File: config.mk
export PLATFORM = sky130hd
export DESIGN_NAME = mem_arbiter
export DESIGN_NICKNAME = d
export VERILOG_FILES = /design/src/rtl/mem_arbiter_pkg.sv /design/src/rtl/mem_arbiter_rr_arbiter2.sv /design/src/rtl/mem_arbiter.sv
export SDC_FILE = /design/constraint.sdc
export NUM_CORES = 1
export LEC_CHECK = 0
export ABC_CLOCK_PERIOD_IN_PS = 1300
export CORE_AREA = 5 5 103 105
export DETAILED_ROUTE_END_ITERATION = 12
export DIE_AREA = 0 0 108 110
export PLACE_DENSITY = 0.76
export SYNTH_ARGS = -nofsm -noshare
export SYNTH_HDL_FRONTEND = slang
export SYNTH_SLANG_ARGS = --single-unit
File: constraint.sdc
create_clock -name clk -period 1.3 [get_ports clk]
set_input_delay 0.26 -clock clk [delete_from_list [all_inputs] [get_ports clk]]
set_output_delay 0.26 -clock clk [all_outputs]
set_load 0.05 [all_outputs]
File: src/rtl/mem_arbiter_pkg.sv
// mem_arbiter_pkg: shared types for the fetch/data memory arbiter
package mem_arbiter_pkg;
    typedef enum logic [1:0] {OWN_NONE, OWN_IF, OWN_D} owner_e;
    localparam int unsigned REQ_IF = 0;
    localparam int unsigned REQ_D  = 1;
endpackage

File: src/rtl/mem_arbiter_rr_arbiter2.sv
// rr_arbiter2: two-way round-robin arbiter, data is treated as last-granted after reset
module rr_arbiter2 (
    input  logic       clk,
    input  logic       rst_n,
    input  logic [1:0] req,
    output logic [1:0] grant
);
    logic last_d;
    always_comb begin
        grant[0] = req[0] & (~req[1] | last_d);
        grant[1] = req[1] & (~req[0] | ~last_d);
    end
    always_ff @(posedge clk) begin
        if (!rst_n) last_d <= 1'b1;
        else if (|grant) last_d <= grant[1];
    end
endmodule

File: src/rtl/mem_arbiter.sv
// mem_arbiter: shares one single-cycle RAM port between instruction fetch and load/store
module mem_arbiter
    import mem_arbiter_pkg::*;
#(
    parameter int ADDR_W = 32,
    parameter int DATA_W = 32
) (
    input  logic                clk,
    input  logic                rst_n,
    input  logic                if_req,
    input  logic [ADDR_W-1:0]   if_addr,
    output logic                if_gnt,
    output logic                if_rvalid,
    output logic [DATA_W-1:0]   if_rdata,
    input  logic                d_req,
    input  logic                d_we,
    input  logic [ADDR_W-1:0]   d_addr,
    input  logic [DATA_W-1:0]   d_wdata,
    input  logic [DATA_W/8-1:0] d_be,
    output logic                d_gnt,
    output logic                d_rvalid,
    output logic [DATA_W-1:0]   d_rdata,
    output logic [ADDR_W-1:0]   mem_addr,
    output logic                mem_we,
    output logic [DATA_W-1:0]   mem_wd,
    output logic [DATA_W/8-1:0] mem_be,
    input  logic [DATA_W-1:0]   mem_rd
);
    logic [1:0] req, grant;
    owner_e     owner;
    logic       store_q;
    assign req = {d_req & rst_n, if_req & rst_n};
    rr_arbiter2 u_rr (
        .clk   (clk),
        .rst_n (rst_n),
        .req   (req),
        .grant (grant)
    );
    always_ff @(posedge clk) begin
        if (!rst_n) begin
            owner   <= OWN_NONE;
            store_q <= 1'b0;
        end else begin
            owner   <= grant[REQ_IF] ? OWN_IF : grant[REQ_D] ? OWN_D : OWN_NONE;
            store_q <= grant[REQ_D] & d_we;
        end
    end
    always_comb begin
        if_gnt    = grant[REQ_IF];
        d_gnt     = grant[REQ_D];
        mem_addr  = grant[REQ_D] ? d_addr : if_addr;
        mem_we    = grant[REQ_D] & d_we;
        mem_wd    = d_wdata;
        mem_be    = grant[REQ_D] ? d_be : {(DATA_W/8){grant[REQ_IF]}};
        if_rvalid = rst_n && owner == OWN_IF;
        d_rvalid  = rst_n && owner == OWN_D;
        if_rdata  = if_rvalid ? mem_rd : '0;
        d_rdata   = (d_rvalid && !store_q) ? mem_rd : '0;
    end
endmodule

### Word-level counts from Yosys, hierarchy flattened

Index checks and enable logic that the tools add are counted.

* equality and inequality tests: 2
* muxes and demuxes: 6
* bitwise operators: 11
* reduce and logical (&&, ||, !) cells: 6

Operator list (number)
* two-way mux 32 bit: 3
* AND 1 bit: 5
* two-way mux 4 bit: 1
* inverter 1 bit: 4
* OR reduction 2 bit: 2
* logical AND 1 bit: 3
* == test 2 x 1 -> 1 bit, second input constant: 1
* == test 2 bit, second input constant: 1
* two-way mux 2 bit: 1
* OR 1 bit: 2
* logical NOT 1 bit: 1
* two-way mux 1 bit: 1

* register bits after elaboration: 4
* input port bits: 137
* output and inout port bits: 137
* word-level logic and storage cells: 29

### Depth between registers and ports, before layout

Gate-level depths: netlist of the first run.

* depth after elaboration: 6
* depth in mapped cells: 5
* gate-level depth less buffers: 4

### Hierarchy

A second synthesis of the first run with hierarchy kept.

* cell total of the unflattened synthesis: 167
* area total of the unflattened synthesis: 1320.0 sq um

By module, submodules not included
* mem_arbiter: instances 1, cells an instance 160, area an instance 1258.7 sq um, sequential area each 60.1 sq um
* rr_arbiter2: instances 1, cells an instance 7, area an instance 61.3 sq um, sequential area each 20.0 sq um

### Worst setup path before layout of the first run

Ideal clock, no wire load.

* path type: register to output
* from: reg u_rr.last_d
* to: out mem_be[0]
* data arrival time: 1671 ps
* required time: 1040 ps
* slack: -631 ps
* stages on the path, launching flop included: 4
* path buffers: 0
* cell sequence: dfxtp_1 > nand2b_1 > nand2_1 > a21boi_0

* word-level cells in the longest chain between the ends: 4
* elaborated cells between the ends (all ways): 6
* classes of those cells: 1 x mux; 5 x bitwise

RTL lines
* start: declaration: RTL line mem_arbiter_rr_arbiter2.sv:8 `logic last_d;`
* start signal: assignment: RTL line mem_arbiter_rr_arbiter2.sv:15 `else if (|grant) last_d <= grant[1];`
* inverter 1 bit: RTL line mem_arbiter_rr_arbiter2.sv:11 `grant[1] = req[1] & (~req[0] | ~last_d);`
* OR 1 bit: RTL line mem_arbiter_rr_arbiter2.sv:11
* AND 1 bit: RTL line mem_arbiter_rr_arbiter2.sv:11
* two-way mux 4 bit *: RTL line mem_arbiter.sv:54 `mem_be = grant[REQ_D] ? d_be : {(DATA_W/8){grant[REQ_IF]}};`
* end: declaration: RTL line mem_arbiter.sv:26 `output logic [DATA_W/8-1:0] mem_be,`

Mark *: on every way between the ends. The rest lies on a longest branch, timed or not.

### Final worst setup path of the first run

* from: reg owner[0]
* to: out d_rdata[31]

* word-level cells in the longest chain between the ends: 4

RTL lines
* start: declaration: RTL line mem_arbiter.sv:30 `owner_e owner;`
* start signal: assignment: RTL line mem_arbiter.sv:44 `owner <= grant[REQ_IF] ? OWN_IF : grant[REQ_D] ? OWN_D : OWN_NONE;`
* == test 2 bit: RTL line mem_arbiter.sv:56 `d_rvalid = rst_n && owner == OWN_D;`
* logical AND 1 bit: RTL line mem_arbiter.sv:56
* logical AND 1 bit: RTL line mem_arbiter.sv:58 `d_rdata = (d_rvalid && !store_q) ? mem_rd : '0;`
* two-way mux 32 bit: RTL line mem_arbiter.sv:58
* end: declaration: RTL line mem_arbiter.sv:22 `output logic [DATA_W-1:0] d_rdata,`

No other way between the ends.

==> results of run 1 <==
==> metrics by stage <==
step	setup slack (ns)	instance area [um^2]	TNS, ns	power (W)
2_1_floorplan	-0.236	1670	-8.21	0.00122
3_3_place_gp	-0.661	4430	-61.61	0.00174
3_5_place_dp	-0.675	4430	-63.14	0.00176
4_1_cts	-0.443	4780	-39.57	0.00219
5_1_grt	-0.500	4760	-42.03	0.00224
6_report	-0.420	4760	-35.45	0.00215
==> cell usage after synthesis <==
library cell / instances / area [um^2]
a21boi_0: 4 / 30.0
and2_1: 38 / 238
and2_2: 28 / 210
and3_2: 2 / 15.0
and3b_2: 1 / 10.0
and3b_4: 1 / 12.5
buf_2: 1 / 5.00
buf_4: 32 / 240
buf_6: 7 / 78.8
clkbuf_1: 2 / 7.51
dfxtp_1: 4 / 80.1
inv_1: 2 / 7.51
mux2_2: 4 / 45.0
mux2_4: 28 / 420
nand2_1: 6 / 22.5
nand2b_1: 2 / 12.5
nand3_1: 1 / 5.00
nand3_4: 1 / 17.5
nor2b_4: 1 / 13.8
==> worst paths after layout <==
kind                             startpoint          end  slack [ns]
worst max-delay path               owner[0]  d_rdata[31]       -0.42
worst min-delay path            d_wdata[15]   mem_wd[15]        0.52
worst max register to register  u_rr.last_d      store_q        0.03
worst min register to register  u_rr.last_d  u_rr.last_d        0.57
==> area by class of cell <==
cell class,instances,area (um^2)
clock buffers,3,41.3
fillers,836,4790
inverters,2,11.3
multi-input cells,117,1270
flip-flops and latches,4,82.6
well taps,133,166
repair buffers,231,3190
==> layout by cell type (no fill, tap or decap), types with 2 or more instances in the layout <==
| master | synthesis | layout |
|---|---|---|
| a21boi_4 | 0 | 4 |
| and2_2 | 28 | 2 |
| and2_4 | 0 | 63 |
| buf_12 | 0 | 81 |
| buf_4 | 32 | 7 |
| buf_6 | 7 | 32 |
| buf_8 | 0 | 6 |
| clkbuf_8 | 0 | 3 |
| clkdlybuf4s50_1 | 0 | 101 |
| dfxtp_1 | 4 | 2 |
| dfxtp_2 | 0 | 2 |
| mux2_4 | 28 | 32 |
| nand2_1 | 6 | 4 |
==> layer usage <==
metal	up-vias	global-route usage, %	wire, um
met3	4	5.88	924
li1	880	-	-
met4	0	1.98	48
met2	151	22.5	4060
met5	-	0	0
met1	842	12.5	2750
==> sequential cells by signal, indices dropped and copies added (netlist names) <==
signal       cells
owner            2
store_q          1
u_rr.last_d      1
==> logic make-up after synthesis <==
group           after synthesis
mux                          32
simple gates                 81
buf+inv                      44
flops                         4
compound gates                4
==> repair_timing <==
| item | CTS | global route |
|---|---|---|
| gates cloned | 3 | 0 |
| pin swaps | 8 | 14 |
| resized for setup | 59 | 8 |
| endpoints found under the setup margin | 106 | 105 |
| buffers inserted | 4 | 4 |
==> power breakdown <==
| group | switching (W) | leakage (nW) | internal, W |
|---|---|---|---|
| clock | 0.0000729 | 0.0216 | 0.000198 |
| combinational | 0.000803 | 2.06 | 0.000935 |
| sequential | 0.00000447 | 0.0332 | 0.000132 |
| total | 0.000881 | 2.11 | 0.00127 |
==> results.yml, run 1 <==
timing:
  hold_viol: 0
  clock_skew_ns: 0.00406
  final_max_slew_viol_count: 0
  tightestPinTransition_ns: 0.191
  period_minus_slack_ns: 1.72
  relSlewSlack_pct: 87.2
  finalSetupViolCount: 105
  max_freq_mhz: 581
  rsz0062_at_grt: "true"
  fin_ws_ns: -0.420
  min_period_over_period_pct: 132
  hold_ws_ns: 0.520
final_layout:
  syn_to_final_growth_pct: 224
  nets: 496
  drive_above_1_share_pct: 68.3
  antenna_cells: 0
  fin_util_pct: 49.9
  finalNonFillerCells: 490
critical_path:
  worstPathRequired_ns: 1.04
  cp.arrival_ns: 1.46
  critical_path.most_common_cell: "buf_12"
  crit_path_start_kind: "flip-flop"
  cp_slowest_cell: "dfxtp_1"
  crit_path_end_kind: "output port"
  crit_family: "simple AND/OR/NAND/NOR gates"
  reg2reg_depth: 7
  crit_fanout: 32
  path_buf_inv: 2
  worstSetupPathType: "flip-flop to output port"
  cpPeakStageDelay_ns: 0.30
  path_cells: "and3b_4 > nor2b_4 > buf_12 > and2_2 > buf_12"
  path_depth: 5
status:
  violations: "negative setup slack"
  status: "finished with violations"
flow_run:
  maxCapViolCount: 0
die:
  die_w_um: 108
  row_count: 36
  start_util_pct: 15.4
  die_h_um: 110
  core_mm2: 0.00955
  die_area_mm2: 0.0119
  io-pin-count: 274
clocking:
  holdBufCountCts: 0
  max-clock-path-buffers: 2
  insertion_delay_ns: 0.22
  cts.sinks: 4
  cts.clk_slew.worst_paths_ns: 0.04
  cts_buffers: 3
  root_buffer: "clkbuf_8"
  htree_levels: 1
  cts_tree: "done"
global_route:
  grt_max_degree: 33
  overflow: 0
  grt_pass1_wl_um: 11000
  grt_pass1_vias: 2032
  gr-usage-all-layers_pct: 12.1
  grt_antenna_before_repair: 0
logic_synthesis:
  synth-compound-area-share_pct: 2.04
  synthCells: 165
  synth.avg_cell_area_um2: 8.92
  muxShareOfSynthArea_pct: 31.6
  synth-simple-area-share_pct: 37.8
  synth-xor-area-share_pct: 0
  yosysSeqAreaShare_pct: 5.44
  synthesis.area_mm2: 0.00147
  yosys.area_share.adder_pct: 0
  ys_ff_latch: 4
  syn_nets: 302
  synth_warnings: 0
  synth_top_family_by_area: "simple AND/OR/NAND/NOR gates"
  synth.distinct_cells: 19
place:
  port_buffers: 209
  gp_congestion: 0.761
  dp_cells: 480
  hpwl_um: 6690
min_path:
  min_path_cells: 0
  hold_path.class: "input port to output port"
route:
  ant_nets: 0
  dr.pass1.iters: 3
  wl_um: 7780
  wire_per_inst_um: 15.9
  post-route-drc-count: 0
  dr.first_iter.drc_count: 33
  vias: 1877
  viasPerCell: 3.83
power:
  p_leak_nw: 2.11
  power.density_mw_per_mm2: 451
  ir_drop_uv: 275
(Power assumes the default switching activity.)
==> inputs of run 2 (changes only) <==
==> constraint.sdc (replaced) <==
create_clock -name clk -period 1.3 [get_ports clk]
set_input_delay 0.26 -clock clk [delete_from_list [all_inputs] [get_ports clk]]
set_output_delay 0.26 -clock clk [all_outputs]
set_load 0.005 [all_outputs]
==> results.yml, run 2 (synthesis gave the netlist of run 1 again) <==
route:
  viasPerCell: 3.96
  dr.first_iter.drc_count: 48
  wl_um: 8300
  vias: 2057
  wire_per_inst_um: 16.0
  ant_nets: 0
  post-route-drc-count: 0
  dr.pass1.iters: 4
power:
  netSwitchingFraction_pct: 25.8
  p_leak_nw: 2.12
  power_w: 0.00159
  p_int_w: 0.00118
  p_sw_w: 0.000412
  p_clk_share_pct: 17.5
  combPwrFrac_pct: 73.9
  ir_drop_uv: 156
  power.density_mw_per_mm2: 359
  p_seq_share_pct: 8.6
final_layout:
  final_cell_mix: "buf_6 (124), clkdlybuf4s50_1 (101), and2_4 (64)"
  top_regs: "owner: 2 flops, store_q: 1 flops, u_rr.last_d: 1 flops"
  nets: 526
  finalNonFillerCells: 520
  final_common_cell: "buf_6"
  largest_reg_flops: 2
  drive_above_1_share_pct: 70.5
  n_fill_cell: 871
  syn_to_final_growth_pct: 202
  largest-register: "owner"
  antenna_cells: 0
  fin_util_pct: 46.5
min_path:
  min_to: "u_rr.last_d"
  hold_path.class: "input port to flip-flop"
  min-delay-start: "rst_n"
  min_path_cells: 3
die:
  io-pin-count: 274
  die_area_mm2: 0.0119
  row_count: 36
  die_w_um: 108
  die_h_um: 110
  core_mm2: 0.00955
  start_util_pct: 15.4
global_route:
  gr-usage-all-layers_pct: 12.7
  grt_pass1_vias: 2189
  grt_pass1_wl_um: 11500
  grt_max_degree: 9
  overflow: 0
  grt_antenna_before_repair: 0
status:
  violations: "negative setup slack"
  status: "finished with violations"
clocking:
  cts.clk_slew.worst_paths_ns: 0.03
  cts_buffers: 3
  root_buffer: "clkbuf_8"
  insertion_delay_ns: 0.22
  cts_tree: "done"
  max-clock-path-buffers: 2
  holdBufCountCts: 0
  htree_levels: 1
  cts.sinks: 4
timing:
  max_freq_mhz: 555
  finalSetupViolCount: 104
  final_max_slew_viol_count: 0
  hold_viol: 0
  clock_skew_ns: 0.00683
  fin_ws_ns: -0.501
  tightestPinTransition_ns: 0.186
  min_period_over_period_pct: 139
  relSlewSlack_pct: 87.6
  rsz0062_at_grt: "true"
  period_minus_slack_ns: 1.80
place:
  port_buffers: 209
  preCtsSetupSlack_ns: -1.04
  dp_cells: 481
  gp_congestion: 0.738
  hpwl_um: 5950
critical_path:
  crit_path_start_kind: "flip-flop"
  reg2reg_depth: 6
  crit_path_end_kind: "output port"
  cp.arrival_ns: 1.54
  worstPathRequired_ns: 1.04
  critical_path.most_common_cell: "buf_6"
  path_cells: "and3b_4 > nor2b_4 > buf_6 > buf_6 > buf_16 > and2_4 > buf_6"
  cp_slowest_cell: "dfxtp_2"
  rrSetupSlack_ns: 0.05
  rr_startpoint: "u_rr.last_d"
  crit_fanout: 8
  worstSetupPathType: "flip-flop to output port"
  cpPeakStageDelay_ns: 0.30
  r2r_end: "owner[0]"
flow_run:
  maxCapViolCount: 0
[run 2: final cells by class]
class,instances,area (um^2),share of cell area [%]
Timing Repair Buffer,261,2920,65.8
Multi-Input combinational cell,117,1220,27.4
Tap cell,133,166,3.75
Sequential cell,4,83.8,1.89
Clock buffer,3,41.3,0.931
Inverter,2,10.0,0.226
[run 2: how the worst max path moves through the flow]
stage | from | end | slack, ns
floorplan | owner[0] | d_rdata[2] | 0.03
CTS | owner[0] | d_rdata[21] | -0.57
finish | owner[0] | d_rdata[1] | -0.50
detailed placement | rst_n | d_rdata[0] | -1.04
global placement | rst_n | d_rdata[0] | -1.01
global route | owner[0] | d_rdata[5] | -0.56
[run 2: per-stage QoR]
step / setup TNS (ns) / hold WS [ns] / instance area [um^2]
final: -36.79 / 0.398 / 4440
after global routing: -41.33 / 0.431 / 4440
after CTS: -42.12 / 0.404 / 4380
after detailed placement: -98.36 / 0.520 / 3560
after global placement: -96.04 / 0.520 / 3560
after floorplan: 0 / 0.382 / 1470
[run 2: timing repair]
item / 4_1_cts / 5_1_grt
gates cloned: 8 / 0
resized for setup: 607 / 49
setup buffers: 35 / 6
endpoints found under the setup margin: 105 / 105
endpoints found under the hold margin: 0 / 0
pin swaps: 58 / 8
[run 2: per-layer routing]
layer | share of wire, % | wire length (um) | GRT usage, %
met1 | 30 | 2480 | 10.6
met2 | 55 | 4590 | 26.9
met3 | 13 | 1070 | 4.25
met4 | 1.9 | 160 | 4.60
met5 | 0 | 0 | 0
[run 2: worst max-delay path: cells and delay by family (launching register included)]
family | cells | cell delay, ns
buffers and inverters | 4 | 0.44
DFF | 1 | 0.30
and+or+nand+nor | 3 | 0.59
[run 2: power by group through the flow]
stage / Clock [W] / Combinational, W / Sequential [W]
3_5_place_dp: 0 / 0.000920 / 0.000137
5_1_grt: 0.000294 / 0.00125 / 0.000138
2_1_floorplan: 0 / 0.000349 / 0.000135
6_report: 0.000279 / 0.00118 / 0.000137
4_1_cts: 0.000291 / 0.00118 / 0.000137
3_3_place_gp: 0 / 0.000909 / 0.000137
==> patch (config.mk and constraints of run 1) <==
Make the reset (`rst_n`) asynchronous in 2 clocked blocks.
--- a/src/rtl/mem_arbiter_rr_arbiter2.sv
+++ b/src/rtl/mem_arbiter_rr_arbiter2.sv
@@ -12,3 +12,3 @@
     end
-    always_ff @(posedge clk) begin
+    always_ff @(posedge clk or negedge rst_n) begin
         if (!rst_n) last_d <= 1'b1;
--- a/src/rtl/mem_arbiter.sv
+++ b/src/rtl/mem_arbiter.sv
@@ -38,3 +38,3 @@
     );
-    always_ff @(posedge clk) begin
+    always_ff @(posedge clk or negedge rst_n) begin
         if (!rst_n) begin
Function: same outputs for any inputs over 10 cycles, from zero or initial values and one cycle with rst_n low; that may be too few to reach the edited logic, so the function may still have changed.
==> patch against run 1 <==
Worst setup slack worse by 0.19 ns. Critical path type unchanged. Non-clock buffer count increased by 37. The flow still finishes with violations (setup timing). Die area unchanged. Sequential cell count stayed put. Total power up 32%. Final area is 18% higher. Area after synthesis decreased by 3.1%. Maximum frequency fell by 10%. Global-route usage rose by 3.5 points. First-iteration DRC count is 39% higher. Routed wire length increased by 30%. Critical path depth stayed put. Count of clock-buffer cells in the layout up 1. Final cell count grew 14%.
==> patch: results (changes against run 1) <==
- HP Class: primary input to asynchronous set/reset pin (was primary input to output port)
- P_leak: 0.00229 µW (was 0.00211 µW)
- Wire length on met2: 5.30 mm (was 4.06 mm)
- Internal Pwr Total: 1590 µW (was 1270 µW)
- Post-synth top cells: 63 x nor2_1, 37 x nand2_1, 34 x buf_4, 28 x mux2_4, 7 x buf_6 (was 38 x and2_1, 32 x buf_4, 28 x and2_2, 28 x mux2_4, 7 x buf_6)
- NonClk Buf Share: 67.1% (about the same)
- Number of sequential cells: 4 (unchanged)
- WL met1: 3.53 mm (was 2.75 mm)
- Multi-input logic area: 1520 µm² (was 1270 µm²)
- Reg2reg path depth: 8 (was 7)
- Crit path max fanout: 5 (was 32)
- Final setup vio count: 106 (was 105)
- Routed len/inst: 18.1 µm (was 15.9 µm)
- Final WS setup: -0.611 ns (was -0.420 ns)
- First-pass GRT wire length: 14.3 mm (was 11.0 mm)
- Clock buf count: 4 (was 3)
- Post-synth ARST share: 100% (was 0%)
- Clock skew: 0.000294 ns (was 0.00406 ns)
- Reg2reg start: u_rr.last_d (unchanged)
- Dpl ws: -0.793 ns (was -0.675 ns)
- Synth cell types: 21 (was 19)
- GRT Total Usage: 15.6% (was 12.1%)
- Arr. time, crit path: 1.65 ns (was 1.46 ns)
- Bufs w/o clock: 268 (was 231)
- Hold slack: 0.0525 ns (was 0.520 ns)
- Average via count per standard cell: 4.06 (was 3.83)
- Status: finished, violations left (unchanged)
- WL met3: 1.22 mm (was 924 µm)
- Multi-input comb cells: 147 (was 117)
- Fraction of area in registers: 1.80% (was 1.73%)
- Placed Cells: 530 (was 480)
- Post-route setup TNS: -55.24 ns (was -35.45 ns)
- Final layout net count: 565 (was 496)
- Largest net degree at the start of global routing: 18 (was 33)
- 1st-pass router iterations: 4 (was 3)
- Iteration-0 DRC Markers: 46 (was 33)
- Worst Setup EP: d_rdata[25] (was d_rdata[31])
- Fillers: 748 (was 836)
- Slowest library cell on the worst path: or3b_4 (was dfxtp_1)
- Failing checks: setup timing (unchanged)
- Dpl hpwl: 8.11 mm (was 6.69 mm)
- Vias in the first global route: 2,533 (was 2,032)
- Syn_nets: 340 (was 302)
- Clk tree area frac: 0.801% (was 0.867%)
- Synthesis-to-finish area growth: 295% (was 224%)
- Main area contributors after synthesis: mux2_4 29%, buf_4 18%, nor2_1 17% (was mux2_4 29%, buf_4 16%, and2_1 16%)
- Worst Setup SP: owner[0] (unchanged)
- Layout cells sized above 1: 65.1% (was 68.3%)
- RR Endpoint: store_q (unchanged)
- Syn avg cell area: 7.02 µm² (was 8.92 µm²)
- RD Place Congestion: 0.736 (was 0.761)
- Most used DFF post-synth: dfrtp_1 (was dfxtp_1)
- Syn Std Cell Area: 1430 µm² (was 1470 µm²)
- Worst-Margin Slew: 0.226 ns (was 0.191 ns)
- Placed Area: 4790 µm² (was 4430 µm²)
- Worst reg-to-reg setup slack: -0.18 ns (was 0.03 ns)
- Seq/Total Area, Yosys: 7.11% (was 5.44%)
- Inverters: 4 (was 2)
- Finished Layout Cells: 560 (was 490)
patch: cells by family after synthesis:
kind of cell / synth area share, %
AOI/OAI and AO/OA: 2.55
buffers and inverters: 26.7
DFF: 7.11
muxes: 32.7
and+or+nand+nor: 31.0
patch: routing by layer:
layer | track usage, % | vias up
li1 | - | 1056
met1 | 16.8 | 1024
met2 | 29.7 | 187
met3 | 5.94 | 8
met4 | 2.07 | 0
met5 | 0 | -
patch: what timing repair did:
action | CTS | global route
setup buffers | 14 | 10
gates cloned | 9 | 0
resized for setup | 111 | 19
endpoints found under the setup margin | 108 | 106
endpoints found under the hold margin | 0 | 0
pin swaps | 17 | 15
patch: power groups by stage:
| stage | Sequential (µW) | Clock [µW] | Combinational [µW] |
|---|---|---|---|
| after global placement | 149 | 0 | 1990 |
| after detailed placement | 150 | 0 | 2010 |
| after floorplan | 151 | 0 | 1350 |
| after CTS | 151 | 284 | 2410 |
| final | 152 | 279 | 2400 |
| after global routing | 153 | 296 | 2500 |
